`config.mk`:
```
export PLATFORM = sky130hd
export DESIGN_NAME = n101_tl2icb_bridge
export DESIGN_NICKNAME = d
export VERILOG_FILES = /design/src/rtl/n101_tl2icb_bridge_pkg.sv /design/src/rtl/n101_tl2icb_outs_fifo.sv /design/src/rtl/n101_tl2icb_bridge.sv
export SDC_FILE = /design/constraint.sdc
export NUM_CORES = 1
export LEC_CHECK = 0
export ABC_AREA = 1
export BUFFER_PORTS_ARGS = -buffer_cell sky130_fd_sc_hd__buf_4
export CAP_MARGIN = 20
export CORE_ASPECT_RATIO = 0.6
export CORE_MARGIN = 3
export CORE_UTILIZATION = 39
export DETAILED_ROUTE_END_ITERATION = 12
export GPL_TIMING_DRIVEN = 0
export HOLD_SLACK_MARGIN = 0.06
export MAX_ROUTING_LAYER = met4
export PLACE_DENSITY_LB_ADDON = 0.15
export SYNTH_ARGS = -nofsm -noshare
export SYNTH_HDL_FRONTEND = slang
export SYNTH_SLANG_ARGS = --single-unit
```
`constraint.sdc`:
```
create_clock -name clk -period 1.8 [get_ports clk]
set_input_delay 0.09 -clock clk [delete_from_list [all_inputs] [get_ports clk]]
set_output_delay 0.09 -clock clk [all_outputs]
set_load 0.03 [all_outputs]
```
`src/rtl/n101_tl2icb_bridge_pkg.sv`:
```
// Shared TileLink-UL definitions for the TL-to-ICB bridge: opcodes, size limit
// and field widths of the outstanding-request entry.
package n101_tl_defs;

    localparam logic [2:0] TL_PUTFULL    = 3'd0;
    localparam logic [2:0] TL_PUTPARTIAL = 3'd1;
    localparam logic [2:0] TL_GET        = 3'd4;

    localparam logic [2:0] TL_ACK        = 3'd0;
    localparam logic [2:0] TL_ACKDATA    = 3'd1;

    // Widest access the 32-bit ICB side can carry in one beat (log2 bytes).
    localparam logic [2:0] TL_MAX_SIZE   = 3'd2;

    localparam int OE_READ_W    = 1;
    localparam int OE_SIZE_W    = 3;
    localparam int OE_ADDR_LO_W = 2;
    localparam int OE_LERR_W    = 1;

    function automatic logic tl_req_legal(input logic [2:0] opcode, input logic [2:0] size);
        return ((opcode == TL_GET) || (opcode == TL_PUTFULL) || (opcode == TL_PUTPARTIAL))
               && (size <= TL_MAX_SIZE);
    endfunction

endpackage

```
`src/rtl/n101_tl2icb_outs_fifo.sv`:
```
// Generic in-order flop FIFO; pop data is the registered head, no bypass.
// Latency 1 cycle push-to-head; push ignored when full, pop ignored when empty.
module n101_tl2icb_outs_fifo #(
    parameter int W     = 8,
    parameter int DEPTH = 2,
    localparam int CW   = $clog2(DEPTH + 1)
) (
    input  logic          clk,
    input  logic          rst_n,
    input  logic          push_i,
    input  logic [W-1:0]  push_dat_i,
    input  logic          pop_i,
    output logic [W-1:0]  head_dat_o,
    output logic          full_o,
    output logic          empty_o,
    output logic [CW-1:0] count_o
);

    localparam int PW = (DEPTH > 1) ? $clog2(DEPTH) : 1;

    logic [W-1:0]  mem_q [DEPTH];
    logic [PW-1:0] wr_ptr_q, wr_ptr_d;
    logic [PW-1:0] rd_ptr_q, rd_ptr_d;
    logic [CW-1:0] count_q, count_d;
    logic          do_push, do_pop;

    function automatic logic [PW-1:0] ptr_inc(input logic [PW-1:0] p);
        return (p == PW'(DEPTH - 1)) ? '0 : p + PW'(1);
    endfunction

    assign full_o     = (count_q == CW'(DEPTH));
    assign empty_o    = (count_q == '0);
    assign count_o    = count_q;
    assign head_dat_o = mem_q[rd_ptr_q];
    assign do_push    = push_i & ~full_o;
    assign do_pop     = pop_i & ~empty_o;

    always_comb begin
        wr_ptr_d = wr_ptr_q;
        rd_ptr_d = rd_ptr_q;
        count_d  = count_q;
        if (do_push) begin
            wr_ptr_d = ptr_inc(wr_ptr_q);
        end
        if (do_pop) begin
            rd_ptr_d = ptr_inc(rd_ptr_q);
        end
        if (do_push && !do_pop) begin
            count_d = count_q + CW'(1);
        end else if (do_pop && !do_push) begin
            count_d = count_q - CW'(1);
        end
    end

    always_ff @(posedge clk or negedge rst_n) begin
        if (!rst_n) begin
            wr_ptr_q <= '0;
            rd_ptr_q <= '0;
            count_q  <= '0;
        end else begin
            wr_ptr_q <= wr_ptr_d;
            rd_ptr_q <= rd_ptr_d;
            count_q  <= count_d;
        end
    end

    always_ff @(posedge clk or negedge rst_n) begin
        if (!rst_n) begin
            for (int i = 0; i < DEPTH; i++) begin
                mem_q[i] <= '0;
            end
        end else if (do_push) begin
            mem_q[wr_ptr_q] <= push_dat_i;
        end
    end

endmodule

```
`src/rtl/n101_tl2icb_bridge.sv`:
```
// TL-UL responder to ICB initiator bridge with in-order outstanding tracking and a registered D stage.
// Latency: ICB rsp accepted in cycle N -> D beat in N+1; A stalls when OUTS_DEPTH requests are in flight or on ICB cmd backpressure.
module n101_tl2icb_bridge
    import n101_tl_defs::*;
#(
    parameter int AW         = 32,
    parameter int TL_AW      = 29,
    parameter int SRC_W      = 5,
    parameter int OUTS_DEPTH = 2
) (
    input  logic             clk,
    input  logic             rst_n,

    input  logic             a_valid,
    output logic             a_ready,
    input  logic [2:0]       a_opcode,
    input  logic [2:0]       a_param,
    input  logic [2:0]       a_size,
    input  logic [SRC_W-1:0] a_source,
    input  logic [TL_AW-1:0] a_address,
    input  logic [3:0]       a_mask,
    input  logic [31:0]      a_data,

    output logic             d_valid,
    input  logic             d_ready,
    output logic [2:0]       d_opcode,
    output logic [1:0]       d_param,
    output logic [2:0]       d_size,
    output logic [SRC_W-1:0] d_source,
    output logic             d_sink,
    output logic [1:0]       d_addr_lo,
    output logic [31:0]      d_data,
    output logic             d_error,

    output logic             icb_cmd_valid,
    input  logic             icb_cmd_ready,
    output logic [AW-1:0]    icb_cmd_addr,
    output logic             icb_cmd_read,
    output logic [31:0]      icb_cmd_wdata,
    output logic [3:0]       icb_cmd_wmask,

    input  logic             icb_rsp_valid,
    output logic             icb_rsp_ready,
    input  logic [31:0]      icb_rsp_rdata,
    input  logic             icb_rsp_err
);

    typedef struct packed {
        logic [OE_READ_W-1:0]    read;
        logic [OE_SIZE_W-1:0]    size;
        logic [SRC_W-1:0]        source;
        logic [OE_ADDR_LO_W-1:0] addr_lo;
        logic [OE_LERR_W-1:0]    local_err;
    } outs_ent_t;

    localparam int CNT_W = $clog2(OUTS_DEPTH + 1);

    logic             req_legal;
    logic             req_is_get;
    logic             a_fire;
    logic             fifo_full;
    logic             fifo_empty;
    logic [CNT_W-1:0] outs_cnt;
    outs_ent_t        push_ent;
    outs_ent_t        head_ent;
    logic             d_stage_free;
    logic             launch;

    logic             d_valid_q,   d_valid_d;
    logic [2:0]       d_opcode_q,  d_opcode_d;
    logic [2:0]       d_size_q,    d_size_d;
    logic [SRC_W-1:0] d_source_q,  d_source_d;
    logic [1:0]       d_addr_lo_q, d_addr_lo_d;
    logic [31:0]      d_data_q,    d_data_d;
    logic             d_error_q,   d_error_d;

    logic             unused_ok;

    // ---------------- A channel -> ICB command ----------------
    assign req_legal     = tl_req_legal(a_opcode, a_size);
    assign req_is_get    = (a_opcode == TL_GET);

    // Illegal requests never reach ICB, so they must not wait on its ready.
    assign icb_cmd_valid = a_valid & ~fifo_full & req_legal;
    assign a_ready       = ~fifo_full & (req_legal ? icb_cmd_ready : 1'b1);
    assign a_fire        = a_valid & a_ready;

    assign icb_cmd_addr  = AW'(a_address);
    assign icb_cmd_read  = req_is_get;
    assign icb_cmd_wdata = a_data;
    assign icb_cmd_wmask = req_is_get ? 4'b0000 : a_mask;

    // An illegal Get still answers with a dataless ack, so read is qualified by legality.
    assign push_ent.read      = req_is_get & req_legal;
    assign push_ent.size      = a_size;
    assign push_ent.source    = a_source;
    assign push_ent.addr_lo   = a_address[1:0];
    assign push_ent.local_err = ~req_legal;

    n101_tl2icb_outs_fifo #(
        .W     ($bits(outs_ent_t)),
        .DEPTH (OUTS_DEPTH)
    ) u_outs_fifo (
        .clk        (clk),
        .rst_n      (rst_n),
        .push_i     (a_fire),
        .push_dat_i (push_ent),
        .pop_i      (launch),
        .head_dat_o (head_ent),
        .full_o     (fifo_full),
        .empty_o    (fifo_empty),
        .count_o    (outs_cnt)
    );

    // ---------------- ICB response -> registered D stage ----------------
    assign d_stage_free  = ~d_valid_q | d_ready;
    assign launch        = ~fifo_empty & d_stage_free & (head_ent.local_err | icb_rsp_valid);
    assign icb_rsp_ready = ~fifo_empty & ~head_ent.local_err & d_stage_free;

    always_comb begin
        d_valid_d   = d_valid_q;
        d_opcode_d  = d_opcode_q;
        d_size_d    = d_size_q;
        d_source_d  = d_source_q;
        d_addr_lo_d = d_addr_lo_q;
        d_data_d    = d_data_q;
        d_error_d   = d_error_q;
        if (launch) begin
            d_valid_d   = 1'b1;
            d_opcode_d  = head_ent.read ? TL_ACKDATA : TL_ACK;
            d_size_d    = head_ent.size;
            d_source_d  = head_ent.source;
            d_addr_lo_d = head_ent.addr_lo;
            d_data_d    = (head_ent.read & ~head_ent.local_err) ? icb_rsp_rdata : 32'h0;
            d_error_d   = head_ent.local_err | icb_rsp_err;
        end else if (d_ready) begin
            d_valid_d   = 1'b0;
        end
    end

    always_ff @(posedge clk or negedge rst_n) begin
        if (!rst_n) begin
            d_valid_q   <= 1'b0;
            d_opcode_q  <= '0;
            d_size_q    <= '0;
            d_source_q  <= '0;
            d_addr_lo_q <= '0;
            d_data_q    <= '0;
            d_error_q   <= 1'b0;
        end else begin
            d_valid_q   <= d_valid_d;
            d_opcode_q  <= d_opcode_d;
            d_size_q    <= d_size_d;
            d_source_q  <= d_source_d;
            d_addr_lo_q <= d_addr_lo_d;
            d_data_q    <= d_data_d;
            d_error_q   <= d_error_d;
        end
    end

    assign d_valid   = d_valid_q;
    assign d_opcode  = d_opcode_q;
    assign d_param   = 2'b00;
    assign d_size    = d_size_q;
    assign d_source  = d_source_q;
    assign d_sink    = 1'b0;
    assign d_addr_lo = d_addr_lo_q;
    assign d_data    = d_data_q;
    assign d_error   = d_error_q;

    assign unused_ok = ^{a_param, outs_cnt};

    // A response with nothing outstanding means the ICB target broke the protocol.
    rsp_without_req: assert property (@(posedge clk) disable iff (!rst_n)
        icb_rsp_valid |-> !fifo_empty);

endmodule

```
==> flow_summary.ini, run 1 <==
[outcome]
run_status = finished, final reports clean

[cts]
clock_sink_count = 73
clk-insertion-delay-late_ns = 0.33
tritoncts_clock_tree = yes
ctsHtreeMaxLevel = 3
cts_made_buffers = 9
cts_buffer_depth = 2
cts.reportedPaths.clkPinSlew_ns = 0.06
cts_root_buf = sky130_fd_sc_hd__clkbuf_16

[cells_and_area]
antennaDiodeCount = 0
utilization_pct = 64.8
final.fill_count = 786
share_of_cells_above_drive_strength_1_pct = 43.8
final_cell_area_sq_um = 6020
finish.net_count = 770
finish.cell_count_without_fillers = 786
area_growth_pct = 59.5

[logic_synthesis]
count_of_unique_library_cells_instantiated_by_yosys = 26
synthMostInstantiatedCell = sky130_fd_sc_hd__nand2_1
synth_common_cells = sky130_fd_sc_hd__nand2_1, sky130_fd_sc_hd__dfrtp_1, sky130_fd_sc_hd__buf_4
synth_area_leaders = sky130_fd_sc_hd__dfrtp_1, sky130_fd_sc_hd__buf_4, sky130_fd_sc_hd__nand2_1, sky130_fd_sc_hd__o21ai_0, sky130_fd_sc_hd__nand3_1
syn-cell-area_sq_um = 3770
synth-seq-area-share_pct = 48.4
ys.warnings.count = 0
postSynth.topFlopCell = sky130_fd_sc_hd__dfrtp_1
postSynthCellCount = 424
synth_enable_flop_cells = 0
synth.top_cell.area_share_pct = 48.4
postSynthRegisterBits = 73
async_reset_ff_share_pct = 100
synthesis.area_per_instance_sq_um = 8.90
synth_area_leader_cell = sky130_fd_sc_hd__dfrtp_1

[sta]
grt_setup_unrepaired = yes
final-max-slew-violation-count = 0
timing.max_slew.rel_slack_pct = 37.2
timing_worst_slew_pin_value_ns = 0.941
finalSetupViolations = 0
period_share_pct = 92.2
skew_ns = 0.00367
final_report_hold_violation_count = 0
layout_setup_ws_ns = 0.140
maximum_clock_rate_mhz = 603
period_minus_slack_ns = 1.66

[detailed_routing]
post_drt_via_cell_ratio = 4.67
detail_route.iter0.violations = 263
routed-via-count = 3672
drt_drc_violations_left = 0
detail_route.first_pass.iterations = 6
drtAntennaViolNets = 0
finalWirelength_microns = 11200
post_drt_wl_per_cell_microns = 14.3

[pwr]
p_seq_share_pct = 29.1
swShare_pct = 38.2
power.total_mw = 8.08
share_clk_of_total_power_pct = 27.7
vdd_drop_max_mv = 0.860
cellLeakagePower_nw = 3.17
cellPowerDensity_nw_per_um2 = 1340
comb_power_share_pct = 43.2
p_sw_mw = 3.09
cellInternalPower_mw = 4.99

[placement]
place.port_buffers = 169
pre_cts_slack_ns = -0.0957
finalWeightedCongestion = 0.850
post-place-cells = 730
detailedPlacementHpwl_microns = 8260
dpl-instance-area_sq_um = 5230

[setup_path]
launch_point_of_the_worst_reg_to_reg_path = u_outs_fifo.rd_ptr_q
setup.worst_path.start_class = flop
timing_worst_setup_path_type = flop to flop
worstPathArrival_ns = 1.86
critPathMaxStageDelay_ns = 0.41
crit_path_start = u_outs_fifo.rd_ptr_q
crit_path_end_kind = flop
slowest_stage = sky130_fd_sc_hd__dfrtp_1
critPathMaxFanout = 5
worstPathCellList = inv_2, nand2_1, nand3b_1, nand2_4, ha_1, a21oi_1, o21ai_0, xor2_1
worstPathRequired_ns = 2.00

[global_routing]
groute.usage.overall_pct = 20.4
first_global_vias = 3527
wire_length_of_the_first_global_routing_pass_microns = 17200
final_global_route_overflow_total = 0
antenna_violations_before_repair = 0
grt_start_max_net_pins = 74

[floorplan]
die_area_sq_um = 10900
row_count = 27
die_h_microns = 82.2
ios = 240
die_w_microns = 133
placeableCoreArea_sq_um = 9290
floorplan.initialDensity_pct = 40.6

[job]
drv_cap = 0

[hold_path]
min_path_type = input pin to flop
hp-start = icb_rsp_rdata[26]
cells in the final DEF, fill, tap and decap left out, types with 3 or more instances in the layout:
cell type	instances
sky130_fd_sc_hd__buf_6	4
sky130_fd_sc_hd__dlygate4sd3_1	36
sky130_fd_sc_hd__dfrtp_1	72
sky130_fd_sc_hd__conb_1	8
sky130_fd_sc_hd__nand3_1	34
sky130_fd_sc_hd__buf_2	13
sky130_fd_sc_hd__bufinv_16	4
sky130_fd_sc_hd__nand4_1	24
sky130_fd_sc_hd__buf_4	243
sky130_fd_sc_hd__o21ai_1	4
sky130_fd_sc_hd__clkbuf_16	9
sky130_fd_sc_hd__inv_2	3
sky130_fd_sc_hd__nor2_1	11
sky130_fd_sc_hd__inv_1	12
sky130_fd_sc_hd__clkbuf_1	5
sky130_fd_sc_hd__nand2_1	105
sky130_fd_sc_hd__mux2i_1	10
sky130_fd_sc_hd__o21ai_0	41
metal layers:
layer | up-vias | wire [microns] | GRT usage, %
li1 | 1773 | - | -
met4 | 0 | 116 | 5.81
met5 | - | 0 | -
met3 | 8 | 854 | 5.27
met1 | 1723 | 4720 | 26.0
met2 | 168 | 5550 | 32.8
power groups by stage:
stage	Clock, mW	Sequential [mW]	Combinational, mW
finish	2.24	2.35	3.49
global route	2.37	2.41	3.83
CTS	2.27	2.35	3.39
detailed placement	0	2.38	3.29
global placement	0	2.37	3.25
floorplan	0	2.63	1.93
registers in the layout, summed over array words and instances, names as in the netlist:
register / count
d_addr_lo: 2
d_data: 32
d_error: 1
d_opcode: 1
d_size: 3
d_source: 5
d_valid: 1
u_outs_fifo.count_o: 2
u_outs_fifo.mem_q: 24
u_outs_fifo.rd_ptr_q: 1
u_outs_fifo.wr_ptr_q: 1
critical path, delay by kind of cell, from the launching register on:
family                     cells  cell delay [ns]
adders and majority gates      1             0.33
xor gates and xnor gates       1             0.16
and+or+nand+nor                3             0.32
DFF                            1             0.41
buffers and inverters          1             0.08
AOI/OAI and AO/OA              2             0.23
worst paths after layout:
| path | to | slack (ns) | cells after the start |
|---|---|---|---|
| setup / recovery | u_outs_fifo.count_o[1] | 0.14 | 8 |
| hold / removal | d_data[26] | 0.06 | 3 |
| setup reg to reg | u_outs_fifo.count_o[1] | 0.14 | 8 |
| max in group asynchronous | d_valid | 0.69 | 2 |
| min in group asynchronous | d_data[4] | 0.43 | 2 |
| hold reg to reg | u_outs_fifo.mem_q[13] | 0.47 | 2 |
cell families after synthesis:
group / after synthesis / synth area share [%]
buffers and inverters: 108 / 19.0
adders and majority gates: 1 / 0.331
and+or+nand+nor: 179 / 21.6
other: 1 / 0.0993
xor gates and xnor gates: 3 / 0.696
muxes: 10 / 2.65
AOI/OAI and AO/OA: 49 / 7.23
DFF: 73 / 48.4
metrics by stage:
| step | setup TNS (ns) | hold WS [ns] |
|---|---|---|
| finish | 0 | 0.0649 |
| CTS | 0 | 0.0602 |
| global placement | -0.0719 | 0.281 |
| floorplan | 0 | -0.206 |
| global route | -0.0188 | 0.0650 |
| detailed placement | -0.0957 | 0.293 |
layout make-up:
cell class	instances	area (sq um)	area share [%]
well taps	130	163	2.70
multi-input cells	250	1260	21.0
plain buffers	92	654	10.9
inverters	15	56.3	0.935
repair buffers	210	1680	27.9
clock buffers	11	253	4.20
clock inverters	5	125	2.08
flip-flops and latches	73	1830	30.4
timing repair:
action	4_1_cts	5_1_grt
hold buffers	36	0
cloned	0	0
endpoints found under the hold margin	116	0
endpoints found under the setup margin	2	1
gates resized for setup	1	0
pin swaps	1	2
buffers inserted	1	4
Power figures use the tool's default switching activity.
==> inputs of run 2 (changes only) <==
--- a/config.mk
+++ b/config.mk
@@ -6,6 +6,7 @@
 export NUM_CORES = 1
 export LEC_CHECK = 0
 export ABC_AREA = 1
+export ABC_CLOCK_PERIOD_IN_PS = 1800
 export BUFFER_PORTS_ARGS = -buffer_cell sky130_fd_sc_hd__buf_4
 export CAP_MARGIN = 20
 export CORE_ASPECT_RATIO = 0.6
@@ -14,7 +15,6 @@
 export DETAILED_ROUTE_END_ITERATION = 12
 export GPL_TIMING_DRIVEN = 0
 export HOLD_SLACK_MARGIN = 0.06
-export MAX_ROUTING_LAYER = met4
 export PLACE_DENSITY_LB_ADDON = 0.15
 export SYNTH_ARGS = -nofsm -noshare
 export SYNTH_HDL_FRONTEND = slang
==> flow_summary.ini, run 2 (same netlist as run 1, synthesis figures left out) <==
[outcome]
run_status = finished, final reports clean

[cts]
tritoncts_clock_tree = yes
cts.reportedPaths.clkPinSlew_ns = 0.06
cts_buffer_depth = 2
clk-insertion-delay-late_ns = 0.33
clock_sink_count = 73
cts_root_buf = sky130_fd_sc_hd__clkbuf_16
ctsHtreeMaxLevel = 3
cts_made_buffers = 9

[setup_path]
worstPathCellList = inv_2, nand2_1, nand3b_1, nand2_4, ha_1, a21oi_1, o21ai_0, xor2_1
crit_path_end_kind = flop
r2r_slack_ns = 0.14
critPathMaxStageDelay_ns = 0.41
crit_path_buf_inv_count = 1
worstPathRequired_ns = 2.00
launch_point_of_the_worst_reg_to_reg_path = u_outs_fifo.rd_ptr_q
worstRegToRegCells = 8
crit_family = flip-flops
slowest_stage = sky130_fd_sc_hd__dfrtp_1
critPathMaxFanout = 5
timing_worst_setup_path_type = flop to flop
worstPathArrival_ns = 1.86
crit_path_start = u_outs_fifo.rd_ptr_q
worstReg2RegEnd = u_outs_fifo.count_o[1]
setup.worst_path.start_class = flop

[sta]
timing_worst_slew_pin_value_ns = 0.942
holdWs_ns = 0.0654
skew_ns = 0.00438
maximum_clock_rate_mhz = 601
layout_setup_ws_ns = 0.137
final-max-slew-violation-count = 0
period_minus_slack_ns = 1.66
final_report_hold_violation_count = 0
timing.max_slew.rel_slack_pct = 37.2
finalSetupViolations = 0
period_share_pct = 92.4
totalNegativeSetupSlack_ns = 0
grt_setup_unrepaired = yes

[floorplan]
ios = 240
floorplan.initialDensity_pct = 40.6
placeableCoreArea_sq_um = 9290
die_h_microns = 82.2
row_count = 27
die_w_microns = 133
die_area_sq_um = 10900

[detailed_routing]
post_drt_via_cell_ratio = 4.68
drt_drc_violations_left = 0
routed-via-count = 3678
detail_route.first_pass.iterations = 6
post_drt_wl_per_cell_microns = 14.4
drtAntennaViolNets = 0
finalWirelength_microns = 11300
detail_route.iter0.violations = 271

[placement]
place.port_buffers = 169
dpl-instance-area_sq_um = 5230
detailedPlacementHpwl_microns = 8260
pre_cts_slack_ns = -0.0957
finalWeightedCongestion = 0.837

[cells_and_area]
share_of_cells_above_drive_strength_1_pct = 43.8
most-common-layout-cells = sky130_fd_sc_hd__buf_4, sky130_fd_sc_hd__nand2_1, sky130_fd_sc_hd__dfrtp_1, sky130_fd_sc_hd__o21ai_0, sky130_fd_sc_hd__dlygate4sd3_1
antennaDiodeCount = 0
finish.net_count = 770
final_cell_area_sq_um = 6020
layout_commonest_cell = sky130_fd_sc_hd__buf_4
area_growth_pct = 59.5
largest_register_ffs = 32

[global_routing]
grt_start_max_net_pins = 74
final_global_route_overflow_total = 0
antenna_violations_before_repair = 0
wire_length_of_the_first_global_routing_pass_microns = 17200
first_global_vias = 3515
groute.usage.overall_pct = 19.8

[pwr]
power.total_mw = 8.08
cellPowerDensity_nw_per_um2 = 1340
cellLeakagePower_nw = 3.17
vdd_drop_max_mv = 0.861

[hold_path]
hold-path-endpoint = d_data[26]
min_path_type = input pin to flop
hp-start = icb_rsp_rdata[26]
hold-path-cell-count = 3

[job]
drv_cap = 0
run 2: stage by stage:
stage,util [%],cells
after floorplan,-,431
after global placement,56.3,730
after detailed placement,56.3,730
after CTS,64.4,782
after global routing,64.8,786
final,64.8,786
run 2: what timing repair did:
item	4_1_cts	5_1_grt
endpoints found under the hold margin	116	0
endpoints found under the setup margin	2	1
hold buffers	36	0
gates resized for setup	1	0
pin swaps	1	2
buffers inserted	1	4
run 2: routing by layer:
metal / up-vias / GRT usage (%) / routed length [microns]
met3: 9 / 5.02 / 827
li1: 1776 / - / -
met5: - / 0 / 0
met2: 159 / 32.7 / 5590
met4: 0 / 6.22 / 118
met1: 1734 / 25.8 / 4770
run 2: area by class of cell:
cell class,count,area (sq um)
multi-input combinational,250,1260
buffer,92,654
fill,786,3270
tap,130,163
clock inverter,5,125
timing repair buffer,210,1680
sequential,73,1830
clock buffer,11,253
inverter,15,56.3
run 2: how the worst max path moves through the flow:
stage,endpoint,slack (ns),depth (start not counted)
2_1_floorplan,u_outs_fifo.count_o[1],0.02,9
3_5_place_dp,u_outs_fifo.count_o[1],-0.1,9
5_1_grt,d_addr_lo[0],-0.01,7
3_3_place_gp,u_outs_fifo.count_o[1],-0.07,9
6_report,u_outs_fifo.count_o[1],0.14,8
4_1_cts,u_outs_fifo.count_o[1],0.02,8
run 2: power by group:
part	total, mW	internal [mW]	switching, mW
clock	2.23	1.57	0.667
combinational	3.50	1.33	2.17
sequential	2.35	2.09	0.260
run 2: worst min-delay path: cells and delay by family:
kind | cells | cell delay (ns)
buf+inv | 1 | 0.11
compound gates | 1 | 0.08
simple gates | 1 | 0.06
==> inputs of run 3 (changes only) <==
--- a/config.mk
+++ b/config.mk
@@ -5,13 +5,13 @@
 export SDC_FILE = /design/constraint.sdc
 export NUM_CORES = 1
 export LEC_CHECK = 0
-export ABC_AREA = 1
+export ABC_AREA = 0
 export ABC_CLOCK_PERIOD_IN_PS = 1800
 export BUFFER_PORTS_ARGS = -buffer_cell sky130_fd_sc_hd__buf_4
 export CAP_MARGIN = 20
 export CORE_ASPECT_RATIO = 0.6
 export CORE_MARGIN = 3
-export CORE_UTILIZATION = 39
+export CORE_UTILIZATION = 38
 export DETAILED_ROUTE_END_ITERATION = 12
 export GPL_TIMING_DRIVEN = 0
 export HOLD_SLACK_MARGIN = 0.06
==> flow_summary.ini, run 3 <==
[hold_path]
hp-start = icb_cmd_ready
min_path_type = input pin to flop

[detailed_routing]
post_drt_wl_per_cell_microns = 14.3
drt_drc_violations_left = 0
detail_route.first_pass.iterations = 6
finalWirelength_microns = 10400
drtAntennaViolNets = 0
routed-via-count = 3216
post_drt_via_cell_ratio = 4.40
detail_route.iter0.violations = 98

[global_routing]
groute.usage.overall_pct = 18.3
first_global_vias = 3083
grt_start_max_net_pins = 74
final_global_route_overflow_total = 0
wire_length_of_the_first_global_routing_pass_microns = 15600
antenna_violations_before_repair = 0

[cts]
cts_root_buf = sky130_fd_sc_hd__clkbuf_16
tritoncts_clock_tree = yes
cts.reportedPaths.clkPinSlew_ns = 0.05
ctsHtreeMaxLevel = 3
clk-insertion-delay-late_ns = 0.33
cts_buffer_depth = 2
clock_sink_count = 73
cts_made_buffers = 9

[setup_path]
crit_path_end_kind = flop
worstPathArrival_ns = 1.92
crit_path_start = u_outs_fifo.rd_ptr_q
timing_worst_setup_path_type = flop to flop
worstPathRequired_ns = 2.00
setup.worst_path.start_class = flop
critPathMaxFanout = 5
launch_point_of_the_worst_reg_to_reg_path = u_outs_fifo.rd_ptr_q

[cells_and_area]
most-common-layout-cells = sky130_fd_sc_hd__buf_4, sky130_fd_sc_hd__nand2_1, sky130_fd_sc_hd__dfrtp_1, sky130_fd_sc_hd__dlygate4sd3_1, sky130_fd_sc_hd__o21ai_0
antennaDiodeCount = 0
finish.net_count = 715
largest_register_ffs = 32
share_of_cells_above_drive_strength_1_pct = 50.4
layout_commonest_cell = sky130_fd_sc_hd__buf_4
area_growth_pct = 62.8

[sta]
timing.max_slew.rel_slack_pct = 38.7
holdWs_ns = 0.0894
skew_ns = 0.00874
period_minus_slack_ns = 1.72
timing_worst_slew_pin_value_ns = 0.920
grt_setup_unrepaired = no
period_share_pct = 95.5
final-max-slew-violation-count = 0
finalSetupViolations = 0
final_report_hold_violation_count = 0
layout_setup_ws_ns = 0.0814
maximum_clock_rate_mhz = 582

[logic_synthesis]
synth_area_leaders = sky130_fd_sc_hd__dfrtp_1, sky130_fd_sc_hd__buf_4, sky130_fd_sc_hd__nand2_1, sky130_fd_sc_hd__o21ai_0, sky130_fd_sc_hd__mux2_2
ys.warnings.count = 0
synth_compound_gate_area_share_pct = 9.11
synthMuxAreaShare_pct = 9.28
postSynthCellCount = 360
synth-seq-area-share_pct = 49.8
synth_area_leader_cell = sky130_fd_sc_hd__dfrtp_1
postSynthRegisterBits = 73
synth.top_cell.area_share_pct = 49.8
synthMostInstantiatedCell = sky130_fd_sc_hd__nand2_1
synth-xor-area-share_pct = 0.955
syn-cell-area_sq_um = 3670
synth_top_family_by_area = buffers and inverters
synth_enable_flop_cells = 0
synth_simple_gate_area_share_pct = 13.1
synthesis.area_per_instance_sq_um = 10.2
synth-adder-area-share_pct = 0.341
count_of_unique_library_cells_instantiated_by_yosys = 36
synth_common_cells = sky130_fd_sc_hd__nand2_1, sky130_fd_sc_hd__dfrtp_1, sky130_fd_sc_hd__buf_4
async_reset_ff_share_pct = 100
postSynth.topFlopCell = sky130_fd_sc_hd__dfrtp_1

[floorplan]
floorplan.initialDensity_pct = 39.5
die_area_sq_um = 10900
placeableCoreArea_sq_um = 9290
die_h_microns = 82.1
ios = 240
row_count = 27
die_w_microns = 133

[pwr]
cellLeakagePower_nw = 3.03
cellPowerDensity_nw_per_um2 = 1280
vdd_drop_max_mv = 0.794

[placement]
pre_cts_slack_ns = -0.179
finalWeightedCongestion = 0.771
detailedPlacementHpwl_microns = 7650
place.port_buffers = 169

[outcome]
run_status = finished, final reports clean

[job]
drv_cap = 0
## run 3: cell count changes after synthesis, moves of 6 or more
cell and change:
sky130_fd_sc_hd__mux2_4 +7, sky130_fd_sc_hd__mux2_2 +11, sky130_fd_sc_hd__nor2_1 -6, sky130_fd_sc_hd__nand3_1 -34
sky130_fd_sc_hd__inv_1 -10, sky130_fd_sc_hd__nand4_1 -24, sky130_fd_sc_hd__nand2_1 -20
## run 3: stage by stage
| step | setup TNS [ns] | util (%) | total power, mW | area (sq um) | cells |
|---|---|---|---|---|---|
| floorplan | 0 | - | 4.48 | 3700 | 367 |
| global placement | -0.186 | 55.2 | 5.43 | 5130 | 666 |
| detailed placement | -0.409 | 55.2 | 5.50 | 5130 | 666 |
| CTS | 0 | 64.0 | 7.66 | 5940 | 729 |
| global route | 0 | 64.3 | 8.06 | 5970 | 731 |
| finish | 0 | 64.3 | 7.61 | 5970 | 731 |
## run 3: what timing repair did
item,in CTS,in global routing
endpoints found under the hold margin,126,0
buffers inserted,2,3
setup endpoints to repair,11,24
pin swaps,1,1
gates resized for setup,2,3
hold buffers,45,0
## run 3: worst max-delay path, stage by stage, from the launching register on
cell and delay [ns]:
sky130_fd_sc_hd__dfrtp_2 0.45, sky130_fd_sc_hd__mux2_4 0.34, sky130_fd_sc_hd__o221ai_4 0.18, sky130_fd_sc_hd__buf_6 0.12, sky130_fd_sc_hd__ha_1 0.16, sky130_fd_sc_hd__xor2_1 0.15, sky130_fd_sc_hd__nor2_1 0.06, sky130_fd_sc_hd__xor2_1 0.13
## run 3: area by class of cell
type	count	area [sq um]
Clock inverter	4	73.8
Fill cell	791	3320
Multi-Input combinational cell	205	1240
Buffer	86	633
Sequential cell	73	1830
Clock buffer	12	267
Tap cell	130	163
Inverter	2	7.51
Timing Repair Buffer	219	1760
## run 3: worst paths after layout
check                                    endpoint  cells past startpoint  slack (ns)
max                        u_outs_fifo.count_o[1]                      7        0.08
min                          u_outs_fifo.mem_q[0]                      3        0.09
max reg2reg                u_outs_fifo.count_o[1]                      7        0.08
min reg2reg                            d_data[26]                      2        0.48
max in group asynchronous    u_outs_fifo.rd_ptr_q                      2        0.70
min in group asynchronous               d_data[6]                      2        0.42
## run 3: cell families (layout without fill, tap and decap cells)
kind of cell	after synthesis	count (layout)
adders and majority gates	1	1
DFF	73	73
buffers and inverters	89	323
AOI/OAI and AO/OA	56	56
muxes	29	29
other	1	8
xor gates and xnor gates	4	4
and+or+nand+nor	107	107
## run 3: where the power goes
part	leakage (nW)	total [mW]	internal, mW	switching [mW]
Clock	0.169	1.98	1.33	0.655
Sequential	0.938	2.39	2.10	0.288
Combinational	1.92	3.24	1.47	1.77
## run 3: metal layers
layer,up-vias,track usage [%],wire (microns)
met2,124,29.9,5060
met4,0,4.88,99
li1,1570,-,-
met5,-,0,0
met1,1512,22.8,4420
met3,10,7.57,861
